[src/rtl/emisor_serie_if.sv]
`default_nettype none
// ============================================================================
// Module   : emisor_serie_if
// Purpose  : Byte handshake and serial-line bundle for emisor_serie.
// Revision : 1.0
// ============================================================================
interface emisor_serie_if;
    logic [7:0] dato;
    logic       enviar;
    logic       listo;
    logic       x;
    logic       ocupado;
    logic       fin_trama;

    modport master (
        output dato,
        output enviar,
        input  listo,
        input  x,
        input  ocupado,
        input  fin_trama
    );

    modport slave (
        input  dato,
        input  enviar,
        output listo,
        output x,
        output ocupado,
        output fin_trama
    );
endinterface
`default_nettype wire

[src/rtl/emisor_serie.sv]
`default_nettype none
// ============================================================================
// Module   : emisor_serie
// Purpose  : 8N1/8E1 serial transmitter with a one-entry holding buffer.
// Revision : 1.0
// ============================================================================
module emisor_serie #(
    parameter int CLKS_POR_BIT = 459,
    parameter int PARIDAD      = 0
) (
    input  logic          clk,
    input  logic          reset,
    emisor_serie_if.slave bus
);

    localparam int c_CNT_W = (CLKS_POR_BIT > 2) ? $clog2(CLKS_POR_BIT) : 1;
    localparam logic [c_CNT_W-1:0] c_ULTIMO = c_CNT_W'(CLKS_POR_BIT - 1);

    typedef enum logic [2:0] {
        ST_REPOSO  = 3'd0,
        ST_INICIO  = 3'd1,
        ST_DATOS   = 3'd2,
        ST_PARIDAD = 3'd3,
        ST_PARADA  = 3'd4
    } estado_t;

    estado_t            r_estado, w_estado;
    logic [c_CNT_W-1:0] r_cnt, w_cnt;
    logic [2:0]         r_idx, w_idx;
    logic [7:0]         r_desp, w_desp;
    logic               r_par, w_par;
    logic [7:0]         r_buf, w_buf;
    logic               r_pend, w_pend;
    logic               r_x, w_x;
    logic               r_fin, w_fin;
    logic               r_listo, w_listo;
    logic               r_ocupado, w_ocupado;
    logic               w_fin_bit;
    logic               w_carga;

    always_comb begin
        w_estado  = r_estado;
        w_cnt     = r_cnt;
        w_idx     = r_idx;
        w_desp    = r_desp;
        w_par     = r_par;
        w_buf     = r_buf;
        w_pend    = r_pend;
        w_carga   = 1'b0;
        w_fin_bit = (r_cnt == c_ULTIMO);

        // Acceptance needs an empty buffer, a load needs a full one: never both.
        if (bus.enviar && !r_pend) begin
            w_buf  = bus.dato;
            w_pend = 1'b1;
        end

        if (r_estado != ST_REPOSO) begin
            w_cnt = w_fin_bit ? '0 : r_cnt + 1'b1;
        end

        case (r_estado)
            ST_REPOSO: begin
                if (r_pend) w_carga = 1'b1;
            end
            ST_INICIO: begin
                if (w_fin_bit) begin
                    w_estado = ST_DATOS;
                    w_idx    = 3'd0;
                end
            end
            ST_DATOS: begin
                if (w_fin_bit) begin
                    w_desp = {1'b0, r_desp[7:1]};
                    w_idx  = r_idx + 3'd1;
                    if (r_idx == 3'd7) begin
                        w_estado = (PARIDAD != 0) ? ST_PARIDAD : ST_PARADA;
                    end
                end
            end
            ST_PARIDAD: begin
                if (w_fin_bit) w_estado = ST_PARADA;
            end
            ST_PARADA: begin
                if (w_fin_bit) begin
                    if (r_pend) w_carga  = 1'b1;
                    else        w_estado = ST_REPOSO;
                end
            end
            default: w_estado = ST_REPOSO;
        endcase

        if (w_carga) begin
            w_estado = ST_INICIO;
            w_desp   = r_buf;
            w_par    = ^r_buf;
            w_pend   = 1'b0;
            w_cnt    = '0;
            w_idx    = 3'd0;
        end

        // Outputs are derived from the next state so they register in step with it.
        case (w_estado)
            ST_INICIO:  w_x = 1'b0;
            ST_DATOS:   w_x = w_desp[0];
            ST_PARIDAD: w_x = w_par;
            default:    w_x = 1'b1;
        endcase
        w_fin     = (w_estado == ST_PARADA) && (w_cnt == c_ULTIMO);
        w_listo   = !w_pend;
        w_ocupado = (w_estado != ST_REPOSO) || w_pend;
    end

    always_ff @(posedge clk or negedge reset) begin
        if (!reset) begin
            r_estado  <= ST_REPOSO;
            r_cnt     <= '0;
            r_idx     <= 3'd0;
            r_desp    <= 8'd0;
            r_par     <= 1'b0;
            r_buf     <= 8'd0;
            r_pend    <= 1'b0;
            r_x       <= 1'b1;
            r_fin     <= 1'b0;
            r_listo   <= 1'b1;
            r_ocupado <= 1'b0;
        end else begin
            r_estado  <= w_estado;
            r_cnt     <= w_cnt;
            r_idx     <= w_idx;
            r_desp    <= w_desp;
            r_par     <= w_par;
            r_buf     <= w_buf;
            r_pend    <= w_pend;
            r_x       <= w_x;
            r_fin     <= w_fin;
            r_listo   <= w_listo;
            r_ocupado <= w_ocupado;
        end
    end

    assign bus.x         = r_x;
    assign bus.fin_trama = r_fin;
    assign bus.listo     = r_listo;
    assign bus.ocupado   = r_ocupado;

endmodule
`default_nettype wire

[src/flat_wrapper.sv]
// flat-port wrapper written by rule: the top's interface ports become plain ports
module emisor_serie_flat 
#(
    parameter int CLKS_POR_BIT = 459,
    parameter int PARIDAD      = 0
)
  (clk, reset, bus_dato, bus_enviar, bus_listo, bus_x, bus_ocupado, bus_fin_trama);
  emisor_serie_if bus_i ();
  input  logic clk;
  input  logic reset;
  input wire logic [$bits(bus_i.dato)-1:0] bus_dato;
  input wire logic [$bits(bus_i.enviar)-1:0] bus_enviar;
  output wire logic [$bits(bus_i.listo)-1:0] bus_listo;
  output wire logic [$bits(bus_i.x)-1:0] bus_x;
  output wire logic [$bits(bus_i.ocupado)-1:0] bus_ocupado;
  output wire logic [$bits(bus_i.fin_trama)-1:0] bus_fin_trama;
  assign bus_i.dato = bus_dato;
  assign bus_i.enviar = bus_enviar;
  assign bus_listo = bus_i.listo;
  assign bus_x = bus_i.x;
  assign bus_ocupado = bus_i.ocupado;
  assign bus_fin_trama = bus_i.fin_trama;
  emisor_serie #(.CLKS_POR_BIT(CLKS_POR_BIT), .PARIDAD(PARIDAD)) u_core (.clk(clk), .reset(reset), .bus(bus_i));
endmodule
[config.mk]
export PLATFORM = sky130hd
export DESIGN_NAME = emisor_serie_flat
export DESIGN_NICKNAME = d
export VERILOG_FILES = /design/src/rtl/emisor_serie_if.sv /design/src/rtl/emisor_serie.sv /design/src/flat_wrapper.sv
export SDC_FILE = /design/constraint.sdc
export NUM_CORES = 1
export LEC_CHECK = 0
export ABC_AREA = 0
export CORE_UTILIZATION = 45
export CTS_CLUSTER_SIZE = 24
export DETAILED_ROUTE_END_ITERATION = 8
export MAX_ROUTING_LAYER = met4
export PLACE_DENSITY = 0.7
export SLEW_MARGIN = 5
export SYNTH_ARGS = -nofsm -noshare
export SYNTH_HDL_FRONTEND = slang
export SYNTH_SLANG_ARGS = --single-unit
[constraint.sdc]
create_clock -name clk -period 3.5 [get_ports clk]
set_input_delay 0.525 -clock clk [delete_from_list [all_inputs] [get_ports clk]]
set_output_delay 0.525 -clock clk [all_outputs]
set_load 0.005 [all_outputs]
==> results.json, run 1 <==
{
  "outcome": "complete, no violations",
  "htreeDepth": 2,
  "timing.rr.start": "u_core.r_cnt[0]",
  "dp_cells": 231,
  "start_util_pct": 48.0,
  "grt_max_degree": 38,
  "ys_warn_count": 0,
  "synth_edf_count": 0,
  "synth-adder-area-share_pct": 2.53,
  "nets": 203,
  "drc": 0,
  "critical_path_arrival_ps": 2510,
  "hpwl_um": 2750,
  "fp.dieH_um": 68.3,
  "post-cts-setup-buffers": 0,
  "synth_area_um2": 1980,
  "synth_ff_type": "dfrtp_1",
  "routedWlPerCell_um": 15.6,
  "syn_to_final_growth_pct": 11.2,
  "cts-root-buf": "clkbuf_8",
  "max_freq_ghz": 0.437,
  "yosys-top-cells-area": "dfrtp_1 (44%), mux2_2 (4.6%), a22o_1 (4.0%)",
  "synth.top_cell.area_share_pct": 44.3,
  "reg2reg_slack_ps": 1210,
  "hold_ws_ps": 322,
  "tns_ps": 0,
  "io_pins": 15,
  "antenna_found_initial": 0,
  "worst_slew_pin_slew_ps": 789,
  "clk_pin_slew_ps": 70,
  "cts_sinks": 37,
  "synth_most_common_cell": "dfrtp_1",
  "rr_endpoint": "u_core.bus.x",
  "drt_pass1_iterations": 4,
  "worst_ir_drop_vdd_mv": 0.388,
  "worst_r2r_path_depth": 7,
  "die_area_um2": 4660,
  "hold_class": "input pin to asynchronous set/reset pin",
  "avgSynthCellArea_um2": 11.4,
  "yosys.area.top_type": "dfrtp_1",
  "required_ps": 3720,
  "synth_compound_area_share_pct": 17.0,
  "overflow": 0,
  "crit_fanout": 12,
  "crit_end": "u_core.bus.x",
  "synthArstFlopShare_pct": 100,
  "clock_latency_ps": 280,
  "synth-seq-area-share_pct": 47.0,
  "ys_types": 54,
  "finalMaxSlewViolations": 0,
  "finalClockSkew_ps": 2.87,
  "grtUsageTotal_pct": 19.6,
  "hold_viol_final": 0,
  "diodes": 0,
  "fin_area_um2": 2200,
  "synthXorXnorAreaFrac_pct": 5.32,
  "routed_wl_um": 3720,
  "cp-start-kind": "flop",
  "ant_nets": 0,
  "vias": 1361,
  "core_area_um2": 4120,
  "cts_buffer_depth": 2,
  "muxShareOfSynthArea_pct": 6.33,
  "leakage_uw": 0.000929,
  "path_class": "flop to flop",
  "syn-num-nets": 189,
  "setup_violations": 0,
  "post_cts_resized": 0,
  "endpoint_kind": "flop",
  "die_w_um": 68.3,
  "min_period_ps": 2290,
  "synth_common_cells": "dfrtp_1 (35), nor2_1 (13), a22o_1 (9), xnor2_1 (9)",
  "rows": 23,
  "via_per_inst": 5.69,
  "ys_ff_latch": 37,
  "relSlewSlack_pct": 47.4,
  "netlist_instances": 174,
  "cts_buffers": 5,
  "grt_pass1_vias": 1300,
  "drt-initial-drc-count": 33,
  "powerDensity_nw_per_um2": 675,
  "synth-simple-area-share_pct": 16.9,
  "drive_gt1_share_pct": 16.9,
  "fin_crit_sh_pct": 65.4,
  "synth_top_family_by_area": "compound AO/OA/AOI/OAI gates",
  "final_cells": 239,
  "crit_path_start": "u_core.r_cnt[0]",
  "place.gp.congestion": 0.952,
  "placed_area_um2": 2110,
  "io_buffer_count": 14,
  "hold_buffers": 0,
  "totalPowerFinal_uw": 1480,
  "grt_pass1_wl_um": 6310,
  "cts_tree": "built",
  "rsz0062_at_grt": "no",
  "maxCapViolCount": 0
}
==> power by group <==
group	internal [uW]	leakage [uW]	switching [uW]	total [uW]
logic	276	0.000427	230	505
clock network	138	0.0000450	139	277
registers	566	0.000457	136	702
==> state kept, by name (all words and copies together), names as in the netlist <==
register              flops
u_core.bus.x              1
u_core.bus.fin_trama      1
u_core.r_cnt              9
u_core.bus.listo          1
u_core.r_buf              8
u_core.bus.ocupado        1
u_core.r_idx              3
u_core.r_par              1
u_core.r_estado           3
u_core.r_desp             8
u_core.r_pend             1
==> area by class of cell <==
type,count,area [um2]
Clock buffer,6,72.6
Clock inverter,2,10.0
Fill cell,369,1920
Inverter,8,30.0
Multi-Input combinational cell,121,951
Sequential cell,37,928
Tap cell,50,62.6
Timing Repair Buffer,15,143
==> per-layer routing <==
layer / vias to the layer above / global-route usage (%) / wire length, um
li1: 658 / - / -
met1: 668 / 27.1 / 1830
met2: 30 / 27.5 / 1700
met3: 5 / 5.50 / 146
met4: 0 / 6.25 / 43
met5: - / - / 0
==> critical path, cell delays in order, from the launching register on <==
cell,delay (ps)
dfrtp_1,430
inv_1,130
ha_1,180
nand4b_1,150
or2_1,350
a21oi_4,380
mux2_2,390
o211a_1,210
==> stage by stage <==
| stage | utilization, % | setup slack [ps] |
|---|---|---|
| floorplan | - | 1540 |
| global placement | 51.4 | 1300 |
| detailed placement | 51.4 | 1230 |
| CTS | 53.4 | 1220 |
| global route | 53.4 | 1070 |
| finish | 53.4 | 1210 |
==> logic make-up after synthesis <==
logic type / Yosys count
and+or+nand+nor: 53
adders and majority gates: 4
DFF: 37
xor gates and xnor gates: 12
buffers and inverters: 16
AOI/OAI and AO/OA: 41
muxes: 11
==> worst min path at each step <==
stage	cells past startpoint	slack [ps]	to	start
finish	1	320	u_core.r_cnt[7]	reset
detailed placement	1	470	u_core.r_desp[3]	u_core.r_desp[3]
global route	1	390	u_core.r_cnt[7]	reset
global placement	1	460	u_core.r_desp[1]	u_core.r_desp[1]
CTS	1	360	u_core.r_cnt[7]	reset
floorplan	0	230	u_core.bus.fin_trama	reset
==> cells in the final DEF (no fill, tap or decap), types with 5 or more instances in the layout <==
cell type / Yosys / final
dfrtp_1: 35 / 35
nor2_1: 13 / 13
clkdlybuf4s50_1: 0 / 13
xnor2_1: 9 / 9
a22o_1: 9 / 9
inv_1: 8 / 8
mux2_2: 8 / 8
nand2_1: 7 / 7
a21o_1: 6 / 6
clkbuf_8: 0 / 5
Note: power is estimated with default switching activity, not from simulation.
==> run 2, diff against run 1 <==
Clock period 3.5 ns to 2.3 ns, I/O delays scaled along.
==> run 2 against run 1 <==
Effect of this change: first-iteration DRC count grew to 2.6 times the previous value; die area stayed put; final area is 2.6% higher; clock power is 63% higher; sequential share of layout area is 1.1 points lower; fmax is 6.5% higher; count of clock-buffer cells in the layout is 1 lower; clock skew is 3.2 ps higher; global-route usage is 0.14 points lower; via count is 4.2% higher; combinational power is 61% higher; register-to-register slack worse by 1100 ps.
==> results.json, run 2 (synthesized netlist as in run 1, its figures left out) <==
{
  "finalMaxSlewViolations": 0,
  "hpwl_um": 2710,
  "min_period_ps": 2150,
  "routedWlPerCell_um": 15.3,
  "critical_path_arrival_ps": 2380,
  "place.gp.congestion": 0.855,
  "cts_tree": "built",
  "fin_crit_sh_pct": 93.4,
  "powerDensity_nw_per_um2": 1030,
  "drt-initial-drc-count": 85,
  "routed_wl_um": 3760,
  "endpoint_kind": "flop",
  "leakage_uw": 0.000965,
  "grt_max_degree": 38,
  "relSlewSlack_pct": 47.1,
  "drc": 0,
  "timing.rr.start": "u_core.r_cnt[0]",
  "worst_slew_pin_slew_ps": 793,
  "regMostFlops": "u_core.r_cnt",
  "power_switching_uw": 803,
  "p_clk_share_pct": 19.5,
  "reg2reg_slack_ps": 150,
  "fill_cells": 353,
  "die_w_um": 68.3,
  "finalClockSkew_ps": 6.06,
  "core_area_um2": 4120,
  "seqPwrFrac_pct": 45.4,
  "clock_latency_ps": 290,
  "crit_path_start": "u_core.r_cnt[0]",
  "overflow": 0,
  "cts_sinks": 37,
  "cts_buffers": 5,
  "switching_share_pct": 34.7,
  "cts-root-buf": "clkbuf_8",
  "diodes": 0,
  "io_buffer_count": 14,
  "reg.largest.list": "u_core.r_cnt (9), u_core.r_buf (8), u_core.r_desp (8)",
  "final_cell_mix": "dfrtp_1 (35), nor2_1 (13), clkdlybuf4s50_1 (13), xnor2_1 (9), a22o_1 (9)",
  "grt_pass1_vias": 1389,
  "grtUsageTotal_pct": 19.4,
  "worst_ir_drop_vdd_mv": 0.658,
  "required_ps": 2530,
  "htreeDepth": 2,
  "maxCapViolCount": 0,
  "setup_violations": 0,
  "ant_nets": 0,
  "antenna_found_initial": 0,
  "rsz0062_at_grt": "no",
  "crit_fanout": 6,
  "cts_buffer_depth": 2,
  "start_util_pct": 48.0,
  "hold_viol_final": 0,
  "syn_to_final_growth_pct": 14.1,
  "die_area_um2": 4660,
  "path_class": "flop to flop",
  "post_cts_resized": 0,
  "rr_endpoint": "u_core.bus.x",
  "hold_buffers": 0,
  "comb_power_share_pct": 35.1,
  "final_common_cell": "dfrtp_1",
  "io_pins": 15,
  "hold_class": "input pin to asynchronous set/reset pin",
  "fp.dieH_um": 68.3,
  "rows": 23,
  "cp-start-kind": "flop",
  "largest_reg_flops": 9,
  "post-cts-setup-buffers": 0,
  "intPower_uw": 1510,
  "via_per_inst": 5.76,
  "tns_ps": 0,
  "final_core_util_pct": 54.8,
  "grt_pass1_wl_um": 6210,
  "clk_pin_slew_ps": 80,
  "vias": 1418,
  "drt_pass1_iterations": 4,
  "nets": 210,
  "max_freq_ghz": 0.465,
  "worst_r2r_path_depth": 7,
  "outcome": "complete, no violations",
  "drive_gt1_share_pct": 20.4
}
[run 2: changes by cell type in the layout (fill, tap and decap cells not counted)]
cell	previous run	this run
clkinvlp_4	0	1
clkbuf_1	1	0
buf_4	1	8
[run 2: stage by stage]
step / setup slack [ps] / std cells / cell area, um2 / power (uW) / hold WS (ps)
2_1_floorplan: 343 / 174 / 1980 / 1660 / 49.4
3_3_place_gp: 274 / 238 / 2170 / 1850 / 463
3_5_place_dp: 172 / 238 / 2170 / 1880 / 476
4_1_cts: 160 / 246 / 2250 / 2340 / 173
5_1_grt: 34.1 / 246 / 2250 / 2460 / 212
6_report: 151 / 246 / 2250 / 2320 / 125
[run 2: metal layers]
metal | share of wire [%] | routed length (um) | GRT usage (%) | vias to the layer above
met1 | 45 | 1710 | 23.1 | 710
met3 | 3.5 | 132 | 4.67 | 6
met4 | 1.4 | 53 | 8.33 | 0
met5 | 0 | 0 | - | -
met2 | 50 | 1870 | 31.1 | 31
li1 | - | - | - | 671
[run 2: power groups by stage]
stage / Combinational [uW] / Sequential, uW / Clock (uW)
finish: 813 / 1050 / 452
global route: 894 / 1080 / 487
global placement: 796 / 1050 / 0
detailed placement: 817 / 1060 / 0
CTS: 825 / 1050 / 464
floorplan: 664 / 997 / 0
[run 2: cell type report]
type                    instances  area [um2]  share of cell area (%)
flip-flops and latches         37         928                    41.2
clock inverters                 3        17.5                   0.777
repair buffers                 22         195                    8.66
clock buffers                   5        68.8                    3.05
multi-input cells             121         951                    42.2
well taps                      50        62.6                    2.78
inverters                       8        30.0                    1.33
[run 2: worst max-delay path: stages (launching register included)]
cell and delay (ps):
dfrtp_1 430, inv_1 130, ha_1 190, nand4b_1 160, or2_1 370, a21oi_4 220, mux2_2 370, o211a_1 200
[run 2: how the worst max path moves through the flow]
stage / to / depth (start not counted)
final: u_core.bus.x / 7
after CTS: u_core.bus.x / 7
after global routing: u_core.bus.x / 7
after detailed placement: u_core.bus.x / 7
after global placement: u_core.bus.x / 7
after floorplan: u_core.bus.x / 8
